File: src/rtl/uart_pkg.sv
// Shared types and constants for the UART echo path.
// Latency: n/a (declarations only).
// Backpressure: n/a.
package uart_pkg;

    // Echo controller FSM encoding.
    typedef enum logic [1:0] {
        IDLE = 2'd0,
        ACK  = 2'd1,
        BUSY = 2'd2,
        GAP  = 2'd3
    } state_t;

    localparam logic [7:0] CR = 8'h0D;
    localparam logic [7:0] LF = 8'h0A;

    // One bit time at 9600 baud from a 50 MHz clock.
    localparam int BPS      = 5208;
    localparam int BPS_HALF = BPS / 2;

endpackage

File: src/rtl/uart_sync_fifo.sv
// Byte FIFO with first-word-fall-through head and occupancy count.
// Latency: push visible in cnt/dout the cycle after; pop frees the head the cycle after.
// Backpressure: push while full is ignored unless a pop happens in the same cycle.
module uart_sync_fifo #(
    parameter int DEPTH = 16,
    parameter int AW    = 4
) (
    input  logic          clk,
    input  logic          rst_n,
    input  logic          push,
    input  logic          pop,
    input  logic [7:0]    din,
    output logic [7:0]    dout,
    output logic [AW:0]   cnt,
    output logic          full,
    output logic          empty
);

    logic [7:0]    mem [DEPTH];
    logic [AW-1:0] wr_ptr;
    logic [AW-1:0] rd_ptr;
    logic          do_push;
    logic          do_pop;

    assign full    = (cnt == (AW+1)'(DEPTH));
    assign empty   = (cnt == '0);
    assign do_pop  = pop && !empty;
    assign do_push = push && (!full || do_pop);
    assign dout    = mem[rd_ptr];

    // Storage array; contents need no reset since cnt gates every read.
    always_ff @(posedge clk) begin
        if (do_push) begin
            mem[wr_ptr] <= din;
        end
    end

    // Pointers wrap naturally at DEPTH because DEPTH is 2**AW.
    always_ff @(posedge clk or negedge rst_n) begin
        if (!rst_n) begin
            wr_ptr <= '0;
            rd_ptr <= '0;
            cnt    <= '0;
        end else begin
            if (do_push) wr_ptr <= wr_ptr + 1'b1;
            if (do_pop)  rd_ptr <= rd_ptr + 1'b1;
            case ({do_push, do_pop})
                2'b10:   cnt <= cnt + 1'b1;
                2'b01:   cnt <= cnt - 1'b1;
                default: cnt <= cnt;
            endcase
        end
    end

endmodule

File: src/rtl/uart_echo_ctrl.sv
// Buffers received bytes and feeds them one at a time to the UART transmitter.
// Latency: rx_vld at t -> fifo_cnt=1 at t+1 -> tx_start at t+2 -> fifo_cnt=0 at t+3.
// Backpressure: waits on tx_busy; bytes arriving to a full FIFO with no pop are dropped (ovf).
module uart_echo_ctrl
    import uart_pkg::*;
#(
    parameter int DEPTH   = 16,
    parameter int AW      = 4,
    parameter int GAP_CYC = BPS,
    parameter int ACK_TO  = 16,
    parameter bit CRLF_EN = 1'b1
) (
    input  logic          clk,
    input  logic          rst_n,
    input  logic [7:0]    rx_data,
    input  logic          rx_vld,
    input  logic          tx_busy,
    output logic [7:0]    tx_data,
    output logic          tx_start,
    output logic [AW:0]   fifo_cnt,
    output logic          ovf,
    output logic          ack_err,
    input  logic          clr
);

    state_t      state_q, state_d;
    logic [31:0] tmr_q, tmr_d;
    logic [7:0]  data_d;
    logic        start_d;
    logic        pop_q, pop_d;
    logic        lf_pend_q, lf_pend_d;
    logic        ack_set;
    logic        ovf_set;
    logic        fifo_push;
    logic [7:0]  fifo_dout;
    logic        fifo_full;
    logic        fifo_empty;

    // The head is copied into tx_data when the start is issued, but the
    // entry is released one cycle later, alongside the start pulse.
    assign fifo_push = rx_vld && (!fifo_full || pop_q);
    assign ovf_set   = rx_vld && fifo_full && !pop_q;

    uart_sync_fifo #(
        .DEPTH (DEPTH),
        .AW    (AW)
    ) u_fifo (
        .clk   (clk),
        .rst_n (rst_n),
        .push  (fifo_push),
        .pop   (pop_q),
        .din   (rx_data),
        .dout  (fifo_dout),
        .cnt   (fifo_cnt),
        .full  (fifo_full),
        .empty (fifo_empty)
    );

    // Next-state, shared timer and start/data scheduling.
    always_comb begin
        state_d   = state_q;
        tmr_d     = tmr_q;
        data_d    = tx_data;
        start_d   = 1'b0;
        pop_d     = 1'b0;
        lf_pend_d = lf_pend_q;
        ack_set   = 1'b0;
        case (state_q)
            IDLE: begin
                if (!fifo_empty && !tx_busy) begin
                    data_d    = fifo_dout;
                    start_d   = 1'b1;
                    pop_d     = 1'b1;
                    lf_pend_d = CRLF_EN && (fifo_dout == CR);
                    tmr_d     = '0;
                    state_d   = ACK;
                end
            end
            ACK: begin
                if (tx_busy) begin
                    state_d = BUSY;
                end else if (tmr_q == 32'(ACK_TO - 1)) begin
                    // Transmitter never answered: the byte is lost, and so is its LF.
                    ack_set   = 1'b1;
                    lf_pend_d = 1'b0;
                    tmr_d     = '0;
                    state_d   = GAP;
                end else begin
                    tmr_d = tmr_q + 32'd1;
                end
            end
            BUSY: begin
                if (!tx_busy) begin
                    tmr_d   = '0;
                    state_d = GAP;
                end
            end
            GAP: begin
                if (tmr_q != 32'(GAP_CYC - 1)) begin
                    tmr_d = tmr_q + 32'd1;
                end else if (!tx_busy) begin
                    tmr_d = '0;
                    if (lf_pend_q) begin
                        data_d    = LF;
                        start_d   = 1'b1;
                        lf_pend_d = 1'b0;
                        state_d   = ACK;
                    end else begin
                        state_d = IDLE;
                    end
                end
            end
            default: state_d = IDLE;
        endcase
    end

    // State, registered outputs and sticky flags (a set beats a clear).
    always_ff @(posedge clk or negedge rst_n) begin
        if (!rst_n) begin
            state_q   <= IDLE;
            tmr_q     <= '0;
            tx_data   <= '0;
            tx_start  <= 1'b0;
            pop_q     <= 1'b0;
            lf_pend_q <= 1'b0;
            ovf       <= 1'b0;
            ack_err   <= 1'b0;
        end else begin
            state_q   <= state_d;
            tmr_q     <= tmr_d;
            tx_data   <= data_d;
            tx_start  <= start_d;
            pop_q     <= pop_d;
            lf_pend_q <= lf_pend_d;
            ovf       <= ovf_set | (ovf & ~clr);
            ack_err   <= ack_set | (ack_err & ~clr);
        end
    end

endmodule

File: config.mk
export PLATFORM = sky130hd
export DESIGN_NAME = uart_echo_ctrl
export DESIGN_NICKNAME = d
export VERILOG_FILES = /design/src/rtl/uart_pkg.sv /design/src/rtl/uart_sync_fifo.sv /design/src/rtl/uart_echo_ctrl.sv
export SDC_FILE = /design/constraint.sdc
export NUM_CORES = 1
export LEC_CHECK = 0
export CELL_PAD_IN_SITES_DETAIL_PLACEMENT = 1
export CELL_PAD_IN_SITES_GLOBAL_PLACEMENT = 2
export CORE_MARGIN = 5
export CORE_UTILIZATION = 40
export DETAILED_ROUTE_END_ITERATION = 10
export GPL_TIMING_DRIVEN = 0
export PLACE_DENSITY = 0.84
export SETUP_SLACK_MARGIN = 0.02
export SYNTH_ARGS = -nofsm -noshare
export SYNTH_HDL_FRONTEND = slang
export SYNTH_SLANG_ARGS = --single-unit
File: constraint.sdc
create_clock -name clk -period 3 [get_ports clk]
set_input_delay 0.45 -clock clk [delete_from_list [all_inputs] [get_ports clk]]
set_output_delay 0.45 -clock clk [all_outputs]
set_load 0.005 [all_outputs]
-- After elaboration in Yosys (flattened, before gate mapping)
Memories as Yosys holds them, arrays and structs flattened.
Index checks and enable logic that the tools add are counted.
- bitwise gates (word level): 5
- mux-type cells: 37
- add/subtract/negate cells: 5
- $lt $le $gt $ge: 0
- divide/modulo/power cells: 0
- equal/unequal tests: 17
- shifts and indexed selects: 0
- multipliers: 0
- reduce and logical (&&, ||, !) cells: 21
- operators by type and width (kind ; count):
    two-way mux 32 bit ; 5
    case mux 32 bit (4 select lines) ; 1
    adder 32 x 1 -> 32 bit (second input constant) ; 1
    == test 32 x 4 -> 1 bit (second input constant) ; 1
    two-way mux 8 bit ; 4
    != test 32 x 13 -> 1 bit (second input constant) ; 1
    two-way mux 1 bit ; 16
    case mux 8 bit (2 select lines) ; 1
    != test 2 bit (second input constant) ; 7
    two-way mux 2 bit ; 6
    case mux 5 bit (2 select lines) ; 1
    AND reduction 5 bit ; 2
    adder 4 x 1 -> 4 bit (second input constant) ; 2
    == test 8 x 4 -> 1 bit (second input constant) ; 1
    case mux 2 bit (4 select lines) ; 1
    == test 2 bit (second input constant) ; 3
    logical AND 1 bit ; 6
    AND reduction 6 bit ; 1
    adder 5 x 1 -> 5 bit (second input constant) ; 1
    == test 5 bit (second input constant) ; 1
    zero test 5 bit ; 1
    subtractor 5 x 1 -> 5 bit (second input constant) ; 1
    == test 2 x 1 -> 1 bit (second input constant) ; 2
    zero test 1 bit ; 4
    other kinds (11) ; 15
- memories: 1
- register bits after elaboration: 60
- bits in writable memories: 128
- bits of input ports: 13
- output and inout port bits: 16
- word-level logic and storage cells: 97
- ROM bits: 0
- latch bits: 0
- memories (name ; words ; width ; read ports ; clocked after Yosys merged registers in ; write ports ; line ; source):
    u_fifo.mem ; 16 ; 8 ; 1 ; 0 ; 1 ; uart_sync_fifo.sv:19 ; logic [7:0] mem [DEPTH];

-- Depth between registers and ports, before layout
Gate-level depths: netlist of the first run.
- depth after elaboration: 7
- mapped depth: 16
- depth with buffers taken out: 13

-- Hierarchy
Synthesis of the first run repeated with hierarchy kept, for this count alone.
- cell total of the unflattened synthesis: 604
- area total of the unflattened synthesis: 8549.4 um2
- by module, submodules not included (module ; area an instance (um2) ; times used ; cells an instance ; sequential area each (um2)):
    uart_sync_fifo ; 5796.8 ; 1 ; 312 ; 4169.0
    uart_echo_ctrl ; 2752.6 ; 1 ; 292 ; 1176.1

-- Least setup slack after synthesis of the first run
No wires, ideal clock.
- path kind: flip-flop to flip-flop
- from: register u_fifo.cnt[1]
- to: register u_fifo.cnt[4]
- path slack: -96 ps
- path buffers: 3
- period minus slack after synthesis: 3096 ps
- cell stages (with the launch flop): 17
- data required time: 2875 ps
- library setup time: 125 ps
- data arrival time: 2971 ps
- path through: dfrtp_1 -> clkbuf_1 -> nor4_1 -> nand3b_1 -> and2_1 -> clkbuf_1 -> inv_1 -> ha_1 -> clkbuf_1 -> xor2_1 -> ha_1 -> o21a_1 -> o22a_1 -> a21oi_1 -> xor2_1 -> nor2_1 -> xor2_1
- longest elaborated chain between the ends: 7
- elaborated cells on any way between the ends: 15
- those cells by class: add/sub (2); eq/ne (3); mux (1); reduce/logical (9)
- ends and longest elaborated chain (element ; line ; source):
    start: declaration ; uart_sync_fifo.sv:14 ; output logic [AW:0] cnt,
    start signal: assignment ; uart_sync_fifo.sv:48 ; 2'b10: cnt <= cnt + 1'b1;
    start signal: assignment ; uart_sync_fifo.sv:49 ; 2'b01: cnt <= cnt - 1'b1;
    start signal: assignment ; uart_sync_fifo.sv:50 ; default: cnt <= cnt;
    == test 5 bit or zero test 5 bit (tied branches) ; uart_sync_fifo.sv:25, uart_sync_fifo.sv:26 ;
    zero test 1 bit (on tied branches) ; uart_sync_fifo.sv:28, uart_echo_ctrl.sv:41, uart_sync_fifo.sv:27 ;
    logical OR 1 bit or logical AND 1 bit (tied branches) ; uart_echo_ctrl.sv:41, uart_sync_fifo.sv:27 ;
    logical AND 1 bit or logical OR 1 bit (tied branches) ; uart_echo_ctrl.sv:41, uart_sync_fifo.sv:28 ;
    logical AND 1 bit ; uart_sync_fifo.sv:28 ; assign do_push = push && (!full || do_pop);
    == test 2 x 1 -> 1 bit or == test 2 bit (tied branches) ; uart_sync_fifo.sv:47 ; case ({do_push, do_pop})
    case mux 5 bit (2 select lines) or nonzero test 2 bit (tied branches) ; n/a ;
Parallel ways exist; a longest one is shown, timed or not.
A chain may end at the register's enable or synchronous reset.

-- Worst setup path in the final report of the first run
- from: register u_fifo.cnt[2]
- to: register u_fifo.cnt[4]
The elaborated chain is that of the path after synthesis.

==> summary.txt, run 1 <==
clock sinks: 188
Core Area: 21020 µm²
area of the multi-input gates: 3017 µm²
GR Layer Usage met3: 0.03301
drt initial violations: 422
Area Growth Syn to Fin: 16.75%
Critical Path Source: u_fifo.cnt[2]
Inst Count DP: 912
outcome: finished clean
Fillers: 2081
DP Wirelength: 14630 µm
Die Span X: 155.9 µm
total gr overflow: 0
Peak VDD IR: 0.4199 mV
Reg clk slew, reported paths: 0.08 ns
Sequential Area: 5348 µm²
die area: 24300 µm²
Port Buf Inserts: 27
Via density: 5.715
worst slack, placed: -0.4926 ns
I/O pins: 29
delay-heaviest family, CP: simple AND/OR/NAND/NOR gates
# diodes: 0
Fmax: 355.3 MHz
Required @ worst endpoint: 3.31 ns
Final Max Tran Viols: 0
worst-path cell chain: nor4_4 -> buf_4 -> nor2b_4 -> nor2b_4 -> ha_2 -> buf_8 -> xor2_2 -> ha_2 -> o21a_1 -> o22a_1 -> a21oi_2 -> xor2_1 -> nor2_1 -> xor2_1
Final ANT Viol Nets: 0
cell at the slowest stage of the critical path: dfrtp_2
gr usage total: 0.1801
# H-tree levels: 4
grt met2 use: 0.3168
gr busiest metal: met2
Rows: 53
final worst setup slack: 0.1858 ns
share of cells above drive strength 1: 0.1726
final instance area: 9941 µm²
CP Capture Type: flop
Min-Delay Path Class: primary input to async pin
Post-synth EDFFs: 128
Syn Area/Cell: 13.96 µm²
#FFs+latches synth: 188
Residual DRC: 0
worst reg2reg path startpoint: u_fifo.cnt[2]
period utilization: 0.9381
final setup fails: 0
post-layout min period: 2.814 ns
sequential area share after synthesis: 0.6278
WS Path Type: flop to flop
drt wl/cell: 22.03 µm
static leakage: 0.003505 µW
initial antenna violation count: 0
via count: 5446
Critical Path Fanout Max: 8
Netlist Area Pre-Place: 8514 µm²
Post-Synthesis Cells: 610
Async SR Flop Fraction: 0.3191
reg2reg end: u_fifo.cnt[4]
placed instance area: 9130 µm²
buffer and inverter count on the worst path: 2
Post-Route Setup TNS: 0 ns
CTS tree: yes
Pre-antenna DRT Iters: 5
Setup Skew: 0.01514 ns
final net count: 693
Fin Hold WS: 0.09407 ns
crit-path max cell delay: 0.47 ns
starting density of the core: 0.4050
final WL: 20990 µm
Reg2Reg Depth: 14
Final Non-Filler Cells: 953
Critical Path Start Type: flop
Power Dens Cells: 883.2 nW/µm²
first-pass GRT wire length: 33600 µm
Critical Path AT: 3.12 ns
largest net degree at the start of global routing: 61
worst-skew pair later-pin latency: 0.44 ns
MaxCap Viol Count: 0
GPL Wtd Cong: 0.8308
Syn. warnings: 0
Die Y: 155.9 µm
vias in the first global route: 5960
Hold Vio Cnt, Final: 0
reg2reg setup slack: 0.19 ns
top_reg_cell synth: edfxtp_1
CTS Buf Count: 17
slew at the pin closest to its max-slew limit: 0.9264 ns
Slew headroom: 0.3767
clk buf depth: 2
M1 GR Usage: 0.2211
Post-Syn Nets: 638
Synth cell types: 61
clk root buf: clkbuf_16
==> per-layer routing <==
layer | vias up | routed length (µm)
met5 | - | 0
met4 | 0 | 466
met3 | 32 | 786
met2 | 113 | 11160
met1 | 2825 | 8576
li1 | 2476 | -
==> sequential cells by signal (all words and copies together) (netlist names) <==
name           flops
u_fifo.mem       128
tmr_q             32
tx_data            8
u_fifo.cnt         5
u_fifo.rd_ptr      4
u_fifo.wr_ptr      4
state_q            2
ack_err            1
lf_pend_q          1
ovf                1
pop_q              1
tx_start           1
==> cells in the final DEF, fill, tap and decap left out, types with 15 or more instances in the layout <==
cell | netlist | layout
nand2_1 | 55 | 55
a21oi_1 | 27 | 26
edfxtp_1 | 128 | 128
dfrtp_1 | 60 | 58
mux4_2 | 33 | 33
and2_1 | 23 | 22
buf_4 | 4 | 17
nor2_1 | 20 | 20
a22oi_1 | 15 | 15
clkbuf_16 | 0 | 17
clkdlybuf4s50_1 | 0 | 26
o21ai_0 | 23 | 23
==> kinds of logic after synthesis <==
| kind of cell | count (synthesis) | synth area share |
|---|---|---|
| adder cells (fa/ha/maj) | 15 | 0.02204 |
| XOR/XNOR | 17 | 0.01749 |
| flip-flops | 188 | 0.6278 |
| AO/OA/AOI/OAI | 118 | 0.09640 |
| multiplexers | 44 | 0.1007 |
| buffers and inverters | 47 | 0.02425 |
| AND/OR/NAND/NOR | 181 | 0.1114 |
==> repair_timing <==
action | 4_1_cts | 5_1_grt
cloned | 0 | 0
pin swaps | 1 | 7
hold buffers | 0 | 0
setup endpoints to repair | 6 | 9
setup buffers | 2 | 10
gates resized for setup | 16 | 10
==> power by group <==
group	leakage (µW)	switching [µW]	internal (µW)
clock	0.000313	1260	1190
combinational	0.00124	1710	1290
sequential	0.00195	211	3110
total	0.00351	3180	5600
==> synthesized netlist by cell type (3+ instances only) <==
cell type | count | area [µm²]
a211oi_1 | 4 | 30.03
a21o_1 | 3 | 22.52
a21oi_1 | 27 | 135.1
a221oi_1 | 4 | 35.03
a22o_1 | 11 | 96.34
a22oi_1 | 15 | 112.6
a32oi_1 | 3 | 26.28
and2_1 | 23 | 143.9
and3_1 | 7 | 43.79
buf_2 | 6 | 30.03
buf_4 | 4 | 30.03
clkbuf_1 | 21 | 78.83
dfrtp_1 | 60 | 1501
edfxtp_1 | 128 | 3844
ha_1 | 15 | 187.7
inv_1 | 15 | 56.30
mux2_2 | 3 | 33.78
mux2i_1 | 8 | 80.08
mux4_2 | 33 | 743.2
nand2_1 | 55 | 206.5
nand2b_1 | 4 | 25.02
nand3_1 | 14 | 70.07
nand4_1 | 12 | 75.07
nor2_1 | 20 | 75.07
nor2b_1 | 5 | 31.28
nor3_1 | 7 | 35.03
nor4_1 | 14 | 87.58
o21ai_0 | 23 | 115.1
or3_1 | 5 | 31.28
or4_1 | 4 | 30.03
xnor2_1 | 8 | 70.07
xor2_1 | 9 | 78.83
==> how the worst max path moves through the flow <==
stage,end,cells past startpoint
finish,u_fifo.cnt[4],14
global route,u_fifo.cnt[4],14
CTS,u_fifo.cnt[4],15
detailed placement,u_fifo.cnt[4],15
global placement,u_fifo.wr_ptr[0],1
floorplan,u_fifo.cnt[4],15
==> metrics by stage <==
step	power (µW)	util
floorplan	5265	-
global placement	6098	0.4344
detailed placement	6252	0.4343
CTS	8784	0.4684
global route	9272	0.4729
finish	8779	0.4729
==> cell type report <==
cell class	count	share of cell area
Buffer	29	0.01661
Clock buffer	17	0.04279
Clock inverter	15	0.02291
Inverter	15	0.005664
Multi-Input combinational cell	375	0.3035
Sequential cell	188	0.5379
Tap cell	275	0.03461
Timing Repair Buffer	39	0.03600
No activity file was read; power rests on OpenSTA's default activity.
==> run 2: changes to the inputs <==
- HOLD_SLACK_MARGIN: default -> 0.15
- SETUP_SLACK_MARGIN: 0.02 -> 0.05
==> summary.txt, run 2 (synthesis results as in run 1) <==
clk buf depth: 2 (unchanged)
crit-path max cell delay: 0.38 ns (-0.09 ns)
die area: 24300 µm² (unchanged)
delay-heaviest family, CP: simple AND/OR/NAND/NOR gates
clk root buf: clkbuf_16
slew at the pin closest to its max-slew limit: 1.056 ns (+0.1294 ns)
Fin Hold WS: 0.5066 ns (+0.4125 ns)
final worst setup slack: 0.1638 ns (-0.02207 ns)
Reg power frac: 0.386 (+0.007)
buffer and inverter count on the worst path: 3 (+1)
Min-Delay Path Class: flop to flop
starting density of the core: 0.4050 (unchanged)
Slew headroom: 0.2896 (-0.08706)
Core Area: 21020 µm² (unchanged)
CTS Buf Count: 17 (unchanged)
placed instance area: 9131 µm² (about the same)
worst slack, placed: -0.4047 ns (+0.08784 ns)
Final Non-Filler Cells: 949 (-0.42%)
period utilization: 0.9454 (+0.007355)
top flop regs: u_fifo.mem: 128 flops, tmr_q: 32 flops, tx_data: 8 flops
Clk pwr share: 0.267 (-0.012)
Hold Vio Cnt, Final: 0 (unchanged)
Pint: 5508 µW (-1.7%)
gr usage total: 0.1787 (-0.001479)
drt initial violations: 302 (-28%)
Via density: 5.732 (+0.31%)
unrepaired setup endpoints after global routing: yes
post-layout min period: 2.836 ns (+0.02207 ns)
Pre-antenna DRT Iters: 7 (+2)
Required @ worst endpoint: 3.32 ns (about the same)
Critical Path AT: 3.15 ns (+0.03 ns)
Final Max Tran Viols: 0 (unchanged)
Port Buf Inserts: 27 (unchanged)
Post-Route Setup TNS: 0 ns (unchanged)
Inst Count DP: 912 (unchanged)
total gr overflow: 0 (unchanged)
worst-skew pair later-pin latency: 0.45 ns (about the same)
Fmax: 352.6 MHz (-0.78%)
Power Dens Cells: 869.7 nW/µm² (-1.5%)
via count: 5440 (-0.11%)
initial antenna violation count: 0 (unchanged)
Comb power frac: 0.347 (+0.005)
final WL: 20970 µm (-0.12%)
Top reg by flops: u_fifo.mem
CTS tree: yes
cell at the slowest stage of the critical path: dfrtp_1
outcome: finished clean
Critical Path Start Type: flop
Residual DRC: 0 (unchanged)
Critical Path Fanout Max: 8 (unchanged)
Setup Skew: 0.01786 ns (+0.002727 ns)
I/O pins: 29 (unchanged)
drt wl/cell: 22.09 µm (+0.30%)
WS Path Type: flop to flop
Reg clk slew, reported paths: 0.07 ns (about the same)
Die Span X: 155.9 µm (unchanged)
most frequent cells in the layout: 128 x edfxtp_1, 59 x dfrtp_1, 54 x nand2_1, 33 x mux4_2
sw frac: 0.3584 (-0.003441)
DP Wirelength: 14430 µm (-1.4%)
Rows: 53 (unchanged)
largest net degree at the start of global routing: 61 (unchanged)
Final ANT Viol Nets: 0 (unchanged)
MaxCap Viol Count: 0 (unchanged)
CP Capture Type: flop
final net count: 689 (-0.58%)
static leakage: 0.003466 µW (-1.1%)
clock sinks: 188 (unchanged)
share of cells above drive strength 1: 0.1677 (-0.004911)
final instance area: 9869 µm² (-0.72%)
total net switching power: 3076 µW (-3.2%)
first-pass GRT wire length: 33370 µm (-0.70%)
Die Y: 155.9 µm (unchanged)
worst-path cell chain: buf_4 -> nor4_4 -> nand3b_1 -> and2_4 -> inv_2 -> ha_2 -> clkbuf_8 -> xor2_2 -> ha_2 -> o21a_1 -> o22a_1 -> a21oi_2 -> xor2_1 -> nor2_1 -> xor2_1
Area Growth Syn to Fin: 15.91%
final setup fails: 0 (unchanged)
Peak VDD IR: 0.5336 mV (+27%)
GPL Wtd Cong: 0.8327 (+0.23%)
# H-tree levels: 4 (unchanged)
commonest non-fill, non-tap cell in the layout: edfxtp_1
vias in the first global route: 5770 (-3.2%)
max reg flops: 128 (unchanged)
# diodes: 0 (unchanged)
==> run 2: changes by cell type in the layout (fill, tap and decap cells not counted), sizes merged <==
| cell | previous run | this run |
|---|---|---|
| buf | 24 | 17 |
| inv | 26 | 22 |
| clkinv | 4 | 7 |
| clkbuf | 35 | 37 |
| clkinvlp | 0 | 1 |
| dlygate4sd3 | 0 | 1 |
==> run 2: power by group through the flow <==
stage	Sequential [µW]	Clock (µW)	Combinational, µW
floorplan	3300	0	1970
global placement	3330	0	2780
detailed placement	3360	0	2910
CTS	3320	2330	2960
global route	3360	2460	3240
finish	3310	2290	2980
==> run 2: cell type report <==
cell class / count / area [µm²]
multi-input combinational: 375 / 3023
fill: 2090 / 11150
clock inverter: 15 / 182.7
tap: 275 / 344.1
inverter: 15 / 56.30
sequential: 188 / 5346
timing repair buffer: 34 / 322.8
buffer: 30 / 168.9
clock buffer: 17 / 425.4
==> run 2: path summary, 6_finish.rpt <==
| kind | start | end | slack (ns) | depth (start not counted) |
|---|---|---|---|---|
| min | ovf | ovf | 0.51 | 1 |
| min in group asynchronous | rst_n | tmr_q[24] | 0.65 | 2 |
| min reg2reg | ovf | ovf | 0.51 | 1 |
| max reg2reg | u_fifo.cnt[2] | u_fifo.cnt[4] | 0.16 | 15 |
| max | u_fifo.cnt[2] | u_fifo.cnt[4] | 0.16 | 15 |
| max in group asynchronous | rst_n | u_fifo.cnt[0] | 1.78 | 2 |
==> run 2: worst register-to-register path: stages (launching register included) <==
cell and delay [ns]:
dfrtp_1 0.38, buf_4 0.17, nor4_4 0.24, nand3b_1 0.15, and2_4 0.19, inv_2 0.08, ha_2 0.18, clkbuf_8 0.16
xor2_2 0.06, ha_2 0.18, o21a_1 0.18, o22a_1 0.21, a21oi_2 0.15, xor2_1 0.15, nor2_1 0.07, xor2_1 0.14
==> run 2: what timing repair did <==
item | CTS | global route
endpoints found under the hold margin | 60 | 0
setup endpoints to repair | 5 | 29
hold buffers | 1 | 0
pin swaps | 1 | 6
cloned | 0 | 0
gates resized for setup | 12 | 18
setup buffers | 1 | 5
==> run 2: layer usage <==
metal / global-route usage / share of wire / vias to the layer above
li1: - / - / 2464
met1: 0.2314 / 0.42 / 2846
met2: 0.3112 / 0.53 / 104
met3: 0.02913 / 0.029 / 26
met4: 0.05127 / 0.016 / 0
met5: 0 / 0 / -
==> run 2: per-stage QoR <==
stage                     power (µW)    util
after floorplan                 5267       -
after global placement          6108  0.4345
after detailed placement        6273  0.4344
after CTS                       8612  0.4656
after global routing            9057  0.4695
final                           8584  0.4695
